`config.mk`:
```
export PLATFORM = sky130hd
export DESIGN_NAME = batch_job_sequencer
export DESIGN_NICKNAME = d
export VERILOG_FILES = /design/src/rtl/batch_job_sequencer.sv
export SDC_FILE = /design/constraint.sdc
export NUM_CORES = 1
export LEC_CHECK = 0
export CAP_MARGIN = 20
export CELL_PAD_IN_SITES_DETAIL_PLACEMENT = 1
export CELL_PAD_IN_SITES_GLOBAL_PLACEMENT = 1
export CORE_MARGIN = 2
export CORE_UTILIZATION = 35
export DETAILED_ROUTE_END_ITERATION = 12
export GPL_ROUTABILITY_DRIVEN = 0
export PLACE_DENSITY_LB_ADDON = 0.12
export SLEW_MARGIN = 20
export SYNTH_ARGS = -nofsm -noshare
export SYNTH_HDL_FRONTEND = slang
export SYNTH_SLANG_ARGS = --single-unit
```
`constraint.sdc`:
```
create_clock -name clk -period 2.6 [get_ports clk]
set_input_delay 0.78 -clock clk [delete_from_list [all_inputs] [get_ports clk]]
set_output_delay 0.78 -clock clk [all_outputs]
set_load 0.1 [all_outputs]
```
`src/rtl/batch_job_sequencer.sv`:
```
// batch_job_sequencer: runs a batch of start/finish jobs on a core with watchdog, abort and reporting
module batch_job_sequencer #(
  parameter int IDX_W = 10,
  parameter int START_CYCLES = 2,
  parameter int TIMEOUT_W = 20,
  parameter int TIMEOUT_CYCLES = 1000000,
  parameter int SKIP_ON_TIMEOUT = 1
) (
  input  logic             clk,
  input  logic             rst,
  input  logic             go,
  input  logic [IDX_W-1:0] first_index,
  input  logic [IDX_W-1:0] job_count,
  input  logic             abort,
  input  logic             finish,
  output logic             start,
  output logic [IDX_W-1:0] file_index,
  output logic             busy,
  output logic             batch_done,
  output logic [IDX_W-1:0] jobs_done,
  output logic             timeout_err,
  output logic [IDX_W-1:0] err_index
);
  localparam int SC_W = $clog2(START_CYCLES + 1);
  localparam logic [SC_W-1:0] SC_END = SC_W'(START_CYCLES);
  localparam logic [TIMEOUT_W-1:0] WD_END = TIMEOUT_W'(TIMEOUT_CYCLES == 0 ? 0 : TIMEOUT_CYCLES - 1);
  typedef enum logic [2:0] {IDLE, START, WAIT_FIN, GAP, DONE} state_t;
  state_t state, state_n;
  logic [SC_W-1:0] sc, sc_n;
  logic [TIMEOUT_W-1:0] wd, wd_n;
  logic armed, armed_n, terr_n, zero_n, accept, tmo, adv;
  logic [IDX_W-1:0] count, count_n, idx_n, done_n, eidx_n;
  // next-state and datapath; START spends one quiet cycle before raising start, so finish gets a chance to drop
  always_comb begin
    accept = state == WAIT_FIN && armed && finish;
    tmo = state == WAIT_FIN && !accept && TIMEOUT_CYCLES != 0 && wd == WD_END;
    adv = accept || (tmo && SKIP_ON_TIMEOUT != 0);
    state_n = state;
    sc_n = sc;
    wd_n = wd;
    count_n = count;
    idx_n = file_index;
    done_n = jobs_done;
    terr_n = timeout_err;
    eidx_n = err_index;
    zero_n = 1'b0;
    if (abort && state != IDLE) state_n = IDLE;
    else case (state)
      IDLE: if (go) begin
        if (job_count != '0) begin
          state_n = START;
          sc_n = '0;
          count_n = job_count;
          idx_n = first_index;
          done_n = '0;
          terr_n = 1'b0;
        end else zero_n = 1'b1;
      end
      START: if (sc == SC_END) begin
        state_n = WAIT_FIN;
        wd_n = '0;
      end else sc_n = sc + 1'b1;
      WAIT_FIN: begin
        wd_n = wd + 1'b1;
        if (tmo) begin
          terr_n = 1'b1;
          eidx_n = file_index;
        end
        if (adv) begin
          done_n = jobs_done + 1'b1;
          if (done_n == count) state_n = DONE;
          else begin
            idx_n = file_index + 1'b1;
            state_n = GAP;
          end
        end else if (tmo) state_n = DONE;
      end
      GAP: begin
        state_n = START;
        sc_n = '0;
      end
      default: state_n = IDLE;
    endcase
    armed_n = (state_n == START && state != START) ? 1'b0 :
              ((state == START || state == WAIT_FIN) && !finish) ? 1'b1 : armed;
  end
  // state and registered outputs
  always_ff @(posedge clk) begin
    if (rst) begin
      state <= IDLE;
      sc <= '0;
      wd <= '0;
      armed <= 1'b0;
      count <= '0;
      file_index <= '0;
      jobs_done <= '0;
      timeout_err <= 1'b0;
      err_index <= '0;
      start <= 1'b0;
      busy <= 1'b0;
      batch_done <= 1'b0;
    end else begin
      state <= state_n;
      sc <= sc_n;
      wd <= wd_n;
      armed <= armed_n;
      count <= count_n;
      file_index <= idx_n;
      jobs_done <= done_n;
      timeout_err <= terr_n;
      err_index <= eidx_n;
      start <= state_n == START && sc_n != '0;
      busy <= state_n != IDLE;
      batch_done <= state_n == DONE || zero_n;
    end
  end
endmodule

```
== Word level (Yosys, flattened, before mapping) ==
Index checks and enable logic that the tools add are counted.

* Bits in registers: 70
* Word-level logic and storage cells: 91

* Equality and inequality tests: 15
* Bitwise gates (word level): 1
* Reduce and logical (&&, ||, !) cells: 27
* $add $sub $neg: 4
* Muxes and demuxes: 32

{| class="wikitable"
|+ Operators with widths
! kind !! number
|-
| $mux 10 || 7
|-
| $pmux 10 s2 || 2
|-
| $pmux 20 s2 || 1
|-
| $mux 3 || 7
|-
| $add 10x1->10 const B || 2
|-
| $add 20x1->20 const B || 1
|-
| $eq 20x20->1 const B || 1
|-
| $mux 20 || 1
|-
| $ne 2x2->1 const B || 6
|-
| $pmux 3 s4 || 1
|-
| $eq 10x10->1 || 1
|-
| $reduce_and 5->1 || 2
|-
| $reduce_bool 10->1 || 1
|-
| $logic_and 1x1->1 || 8
|-
| $mux 2 || 4
|-
| $mux 1 || 7
|-
| $eq 3x1->1 const B || 2
|-
| $eq 3x2->1 const B || 2
|-
| $pmux 2 s3 || 1
|-
| $reduce_and 3->1 || 2
|-
| $reduce_and 6->1 || 1
|-
| $reduce_bool 2->1 || 3
|-
| $reduce_bool 3->1 || 2
|-
| $reduce_and 4->1 || 1
|-
| other kinds (10) || 13
|}

== Depth between registers and ports, before layout ==
Gate-level depths: netlist of the first run.

* Depth in word-level cells: 13
* Gate-level depth with buffers: 9
* Mapped depth without buffers: 8

== Worst setup path before layout of the first run ==
Ideal clock, no wire load.

* Path type: register -> register
* Start: register jobs_done[0]
* End: register batch_done
* Setup time: 0.070 ns
* Period minus slack after synthesis: 3.285 ns
* Data required time: 2.530 ns
* Data arrival time: 3.216 ns
* Path buffers: 0
* Cell stages (with the launch flop): 8
* Path slack: -0.685 ns
* Path through: dfxtp_1 -> ha_1 -> nand3_1 -> or3_1 -> a222oi_1 -> o2111ai_1 -> or4b_1 -> a21oi_1

* Longest elaborated chain between the ends: 8

{| class="wikitable"
|+ Ends and longest elaborated chain
! element !! line !! RTL
|-
| start: declaration || 20 || <nowiki>output logic [IDX_W-1:0] jobs_done,</nowiki>
|-
| start signal: assignment || 109 || <nowiki>jobs_done <= done_n;</nowiki>
|-
| $add 10x1->10 || 70 || <nowiki>done_n = jobs_done + 1'b1;</nowiki>
|-
| $eq 10x10->1 || 71 || <nowiki>if (done_n == count) state_n = DONE;</nowiki>
|-
| $mux 3 || 71 ||
|-
| $mux 3 || 69 || <nowiki>if (adv) begin</nowiki>
|-
| $pmux 3 s4 || 48 || <nowiki>else case (state)</nowiki>
|-
| $mux 3 || 47 || <nowiki>if (abort && state != IDLE) state_n = IDLE;</nowiki>
|-
| $eq 3x3->1 || 114 || <nowiki>batch_done <= state_n == DONE || zero_n;</nowiki>
|-
| $logic_or 1x1->1 || 114 ||
|-
| end signal: assignment || 114 ||
|-
| end: declaration || 19 || <nowiki>output logic batch_done,</nowiki>
|}

Every way passes these cells.
A chain may end at the register's enable or synchronous reset.

== Worst setup path after layout of the first run ==
Ends and elaborated chain as after synthesis.

==> run summary, run 1 <==
DRT Wirelength = 11700 um
Hold Crit Depth = 2
Worst IR Drop VDD = 305 uV
setup repair bufs after CTS = 0
Via Count = 3760
Comb power frac = 0.143
hold crit path type = reg2reg
area of the multi-input gates = 2270 um2
crit path max-delay cell type = or4b_1
Slew HR = 0.665
Initial Util = 0.363
Post-synth EDFFs = 0
row cnt = 37
run status = finished, final reports clean
hpwl dp = 8550 um
Setup CP Type = reg2reg
Int Pwr = 1.87 mW
crit share post-route = 0.954
CTS Buffer Depth = 2
reg2reg path depth = 8
CTS HTree Levels = 3
Slew Viols, Final = 0
Mapped Nets = 487
Crit. End Element = flop
IO Count = 59
clock skew = 0.00739 ns
gr usage total = 0.210
Top FF cell, synth = dfxtp_1
Die W = 108 um
CTS Root Cell = clkbuf_8
clk sinks = 70
vias in the first global route = 3830
yosys warns = 0
largest net degree at the start of global routing = 28
Worst Path Arrival = 2.78 ns
Clk pwr share = 0.427
unique cell type count in the Yosys netlist = 61
crit-path cells = ha_4, nand3_2, or3_1, a222oi_1, buf_4, o2111ai_1, or4b_1, a21oi_1
fmax = 403 MHz
Clock Latency Late Sink = 0.37 ns
Worst Tran Pin Value = 0.502 ns
TritonRoute pass-1 iters = 4
top cell type's share of synthesized area = 0.371
layout net count = 580
Reg power frac = 0.431
total power density per cell area = 519 nW/um2
Starting DRT DRC Count = 130
DR DRC count = 0
Power Total = 2.60 mW
TritonCTS clock tree = built
layout cells sized above 1 = 0.238
register area share after synthesis = 0.371
syn_area_per_cell = 8.26 um2
CP peak stage delay = 0.58 ns
worst path bufs/invs = 1
WP data required = 2.90 ns
CTS Buf Count = 9
Levels on crit path = 8
Cells after Synth = 457
Net Sw Power = 0.735 mW
height of the die = 108 um
GR Overflow Total = 0
first-pass GRT wire length = 19200 um
Max Cap Viol = 0
#FFs+latches synth = 70
antenna cells = 0
Area Overhead vs Synth = 32.9%
area leader, netlist = dfxtp_1
Layout Utilization = 0.482
Die ar. = 11600 um2
crit-path max FO = 6
Avg WL per Cell = 17.0 um
total core area = 10400 um2
Reg area = 1440 um2
synthesized area = 3780 um2
post-synthesis async set-or-reset flop share = 0
Reg clk slew, reported paths = 0.08 ns
antenna violations before repair = 0
top cells by area, synth = dfxtp_1 (37%), nor2_1 (5.8%), nand2_1 (4.7%)
Final Hold Violating Endpoints = 0
switching share of power = 0.282
Antenna Nets Post-Route = 0
delay-heaviest family, CP = simple AND/OR/NAND/NOR gates
Worst setup SP type = flop
# setup viols final = 0
min Tclk post-route = 2.48 ns
Vias/cell = 5.44
buffers added on ports = 58
Fillers = 1232
static leakage = 1.89 nW
-- power groups by stage --
stage | clock (mW) | sequential (mW) | combinational [mW]
after floorplan | 0 | 1.23 | 0.137
after global placement | 0 | 1.15 | 0.358
after detailed placement | 0 | 1.15 | 0.367
after CTS | 1.14 | 1.12 | 0.368
after global routing | 1.19 | 1.13 | 0.396
final | 1.11 | 1.12 | 0.371
-- layer usage --
metal / share of wire / routed length [um] / GRT usage / vias to the layer above
met5: 0 / 0 / 0 / -
met4: 0.017 / 205 / 0.0888 / 0
met3: 0.025 / 289 / 0.0357 / 14
met2: 0.47 / 5520 / 0.333 / 50
met1: 0.49 / 5730 / 0.282 / 1860
li1: - / - / - / 1836
-- path summary, 6_finish.rpt --
check | endpoint | from | slack [ns]
max reg2reg | batch_done$_SDFF_PP0_ | jobs_done[0]$_SDFFE_PP0P_ | 0.12
min reg2reg | count[8]$_SDFFE_PP0P_ | count[8]$_SDFFE_PP0P_ | 0.50
max | batch_done$_SDFF_PP0_ | jobs_done[0]$_SDFFE_PP0P_ | 0.12
min | count[8]$_SDFFE_PP0P_ | count[8]$_SDFFE_PP0P_ | 0.50
-- area by class of cell --
class / count / share of cell area
Sequential cell: 70 / 0.286
Timing Repair Buffer: 108 / 0.175
Inverter: 6 / 0.00449
Clock buffer: 9 / 0.0247
Tap cell: 136 / 0.0339
Multi-Input combinational cell: 355 / 0.452
Clock inverter: 7 / 0.0242
-- repair_timing --
action,CTS,global route
resized for setup,0,6
endpoints found under the setup margin,0,21
hold buffers,0,0
-- tightest hold or removal path: cells and delay by family, from the launching register on --
| family | cells | cell delay (ns) |
|---|---|---|
| flops | 1 | 0.34 |
| simple gates | 1 | 0.06 |
| compound gates | 1 | 0.06 |
-- synth_stat cells (2+ instances only) --
library cell	number
mux2i_1	15
or3_1	6
a311oi_1	2
clkbuf_8	2
o41ai_1	2
or4_1	4
a31oi_1	4
o21a_1	2
nor2_1	58
and4_1	4
xnor2_1	18
nand3_1	20
a22oi_1	4
or4b_1	2
and3_1	8
clkbuf_1	18
nor3b_1	5
inv_1	6
or4bb_1	2
o21ai_0	7
nand2_1	47
or2_2	3
nand3b_1	5
nor3_1	14
o311ai_1	5
nor4_1	8
o2111ai_1	2
buf_2	3
a31o_1	2
nor2b_1	5
ha_1	5
o211ai_1	4
dfxtp_1	70
o31ai_1	6
o21ai_1	7
and2_1	6
a31o_2	2
a21oi_1	35
nand4_1	5
xor2_1	12
buf_6	2
-- kinds of logic after synthesis --
logic type      synth area share
simple gates               0.296
compound gates             0.159
flops                      0.371
buf+inv                   0.0424
xor+xnor                  0.0759
mux                       0.0398
fa+ha+maj                 0.0166
-- metrics by stage --
stage | setup slack (ns) | hold slack, ns | setup TNS, ns | std cells | instance area [um2]
6_report | 0.119 | 0.497 | 0 | 691 | 5020
5_1_grt | -0.0302 | 0.534 | -0.0302 | 691 | 5020
4_1_cts | 0.102 | 0.500 | 0 | 691 | 4990
3_5_place_dp | -0.292 | 0.482 | -5.96 | 675 | 4740
3_3_place_gp | -0.225 | 0.461 | -3.97 | 675 | 4740
2_1_floorplan | 0.00801 | 0.446 | 0 | 457 | 3830
-- state kept, by name, indices dropped and copies added, names as in the netlist --
signal and count:
start 1, jobs_done 10, batch_done 1, timeout_err 1
armed 1, wd 20, state 3, sc 2
count 10, err_index 10, file_index 10, busy 1
-- cell usage in the layout (no fill, tap or decap), types with 3 or more instances in the layout --
| cell | synthesis | final |
|---|---|---|
| ha_1 | 5 | 4 |
| nor3b_1 | 5 | 5 |
| or4_1 | 4 | 4 |
| a22oi_1 | 4 | 4 |
| buf_4 | 0 | 83 |
| o211ai_1 | 4 | 4 |
| and3_1 | 8 | 8 |
| nor3_1 | 14 | 13 |
| mux2i_1 | 15 | 15 |
| or3_1 | 6 | 6 |
| nand2_1 | 47 | 46 |
| clkdlybuf4s50_1 | 0 | 23 |
| o21ai_0 | 7 | 7 |
| nand3b_1 | 5 | 5 |
| a21oi_1 | 35 | 35 |
| nor4_1 | 8 | 5 |
| dfxtp_1 | 70 | 60 |
| nand4_1 | 5 | 5 |
| xnor2_1 | 18 | 18 |
| nor2_1 | 58 | 58 |
| a31oi_1 | 4 | 4 |
| o31ai_1 | 6 | 6 |
| nand3_1 | 20 | 19 |
| and4_1 | 4 | 4 |
| and2_1 | 6 | 6 |
| o311ai_1 | 5 | 5 |
| nor2b_1 | 5 | 5 |
| clkbuf_8 | 2 | 9 |
| or2_2 | 3 | 3 |
| inv_1 | 6 | 6 |
| xor2_1 | 12 | 12 |
| bufinv_16 | 0 | 3 |
| nor4_2 | 0 | 3 |
| o21ai_1 | 7 | 7 |
| dfxtp_4 | 0 | 9 |
No activity file was read; power rests on OpenSTA's default activity.
==> inputs of run 2 (changes only) <==
--- a/config.mk
+++ b/config.mk
@@ -12,6 +12,7 @@
 export CORE_UTILIZATION = 35
 export DETAILED_ROUTE_END_ITERATION = 12
 export GPL_ROUTABILITY_DRIVEN = 0
+export GPL_TIMING_DRIVEN = 0
 export PLACE_DENSITY_LB_ADDON = 0.12
 export SLEW_MARGIN = 20
 export SYNTH_ARGS = -nofsm -noshare
==> constraint.sdc (replaced) <==
create_clock -name clk -period 2.6 [get_ports clk]
set_input_delay 0.78 -clock clk [delete_from_list [all_inputs] [get_ports clk]]
set_output_delay 0.78 -clock clk [all_outputs]
set_load 0.02 [all_outputs]
==> run 2 against run 1 <==
Register-to-register slack got worse by 0.03 ns; power down 12%; sequential power about the same; utilization is 1.1 points lower; count of clock-buffer cells in the layout up 5; via count is 2.8% lower; sequential share of layout area up 0.23 points; clock power fell by 21%; non-clock buffer count down 18; flip-flop and latch count unchanged; maximum frequency shrank 1.3%; final cell count is 2.7% lower; critical path type unchanged; largest power group unchanged.
==> run summary, run 2 (synthesis gave the netlist of run 1 again) <==
FF-to-FF setup slack = 0.09 ns
vias in the first global route = 3678
total core area = 10400 um2
Starting DRT DRC Count = 172
gr usage total = 0.214
Clock Latency Late Sink = 0.37 ns
# setup viols final = 0
first-pass GRT wire length = 19200 um
fmax = 398 MHz
worst r2r dst = batch_done$_SDFF_PP0_
GRT met3 Usage = 0.0545
total power density per cell area = 468 nW/um2
largest net degree at the start of global routing = 11
Vias/cell = 5.44
hpwl dp = 8430 um
clock skew = 0.00737 ns
Max Cap Viol = 0
CTS Hold Bufs = 0
final setup TNS = 0 ns
commonest cells after routing, fill and taps aside = dfxtp_1 (64), nor2_1 (58), clkdlybuf4s50_1 (56)
Worst Path Arrival = 2.81 ns
Crit. End Element = flop
DR DRC count = 0
DP Cell Count = 650
Worst setup SP type = flop
reg2reg path depth = 8
global-route met1 utilization = 0.292
Worst setup endpoint = batch_done$_SDFF_PP0_
Worst Tran Pin Value = 0.630 ns
reg2reg start = jobs_done[0]$_SDFFE_PP0P_
commonest non-fill, non-tap cell in the layout = dfxtp_1
Reg clk slew, reported paths = 0.07 ns
run status = finished, final reports clean
layout cells sized above 1 = 0.134
Via Count = 3656
CTS Buf Count = 9
DRT Wirelength = 11900 um
Antenna Nets Post-Route = 0
antenna cells = 0
Area Overhead vs Synth = 29.8%
Slew HR = 0.580
Power Total = 2.29 mW
min Tclk post-route = 2.51 ns
crit-path cells = ha_2, nand3_4, or3_1, a222oi_1, buf_4, o2111ai_1, or4b_4, a21oi_2
hold crit path type = reg2reg
clk sinks = 70
row cnt = 37
Largest register FFs = 20
CP peak stage delay = 0.57 ns
height of the die = 108 um
GR Overflow Total = 0
crit path max-delay cell type = or4b_4
crit path from = jobs_done[0]$_SDFFE_PP0P_
Avg WL per Cell = 17.7 um
IO Count = 59
TritonRoute pass-1 iters = 4
Setup CP Type = reg2reg
CTS Root Cell = clkbuf_8
antenna violations before repair = 0
TritonCTS clock tree = built
Die ar. = 11600 um2
Die W = 108 um
buffers added on ports = 57
static leakage = 1.69 nW
Final Hold Violating Endpoints = 0
gr busiest metal = met2
crit-path max FO = 6
Worst IR Drop VDD = 244 uV
Slew Viols, Final = 0
post-route insts no fill = 672
Biggest register = wd
CTS Buffer Depth = 2
WP data required = 2.90 ns
Initial Util = 0.363
CTS HTree Levels = 3
met2 Track Usage GR = 0.334
crit share post-route = 0.967
layout net count = 562
==> run 2: stage by stage <==
stage	util	setup slack (ns)	hold WS, ns	cell area (um2)
finish	0.471	0.0871	0.480	4900
global route	0.471	-0.0303	0.511	4900
CTS	0.459	0.00939	0.483	4790
detailed placement	0.434	-0.991	0.469	4520
global placement	0.434	-1.01	0.457	4520
floorplan	-	0.00166	0.446	3780
==> run 2: power by group <==
group / internal [mW] / switching (mW) / total (mW)
sequential: 1.10 / 0.0302 / 1.13
combinational: 0.131 / 0.155 / 0.287
clock: 0.466 / 0.414 / 0.880
==> run 2: worst max-delay path: cells and delay by family (launching register included) <==
kind	cells	cell delay, ns
adders and majority gates	1	0.21
AOI/OAI and AO/OA	3	0.60
DFF	1	0.38
and+or+nand+nor	3	1.08
buffers and inverters	1	0.18
==> run 2: cell type report <==
class,count,area [um2]
flip-flops and latches,70,1410
plain buffers,26,156
inverters,6,22.5
multi-input cells,355,2330
clock buffers,14,153
fillers,1282,5520
well taps,136,170
repair buffers,64,626
clock inverters,1,30.0
==> run 2: worst min path at each step <==
stage	startpoint	endpoint	slack, ns	cells past startpoint
global route	count[0]$_SDFFE_PP0P_	count[0]$_SDFFE_PP0P_	0.51	2
CTS	count[0]$_SDFFE_PP0P_	count[0]$_SDFFE_PP0P_	0.48	2
floorplan	count[1]$_SDFFE_PP0P_	count[1]$_SDFFE_PP0P_	0.45	2
finish	count[0]$_SDFFE_PP0P_	count[0]$_SDFFE_PP0P_	0.48	2
detailed placement	count[0]$_SDFFE_PP0P_	count[0]$_SDFFE_PP0P_	0.47	2
global placement	count[0]$_SDFFE_PP0P_	count[0]$_SDFFE_PP0P_	0.46	2
==> run 2: what timing repair did <==
action | in CTS | in global routing
setup buffers | 4 | 3
pin swaps | 2 | 3
setup endpoints to repair | 46 | 58
resized for setup | 17 | 32
==> run 2: layer usage <==
layer,vias up,part of all wire
met4,0,0.0083
li1,1797,-
met3,10,0.034
met1,1786,0.49
met2,63,0.47
met5,-,0
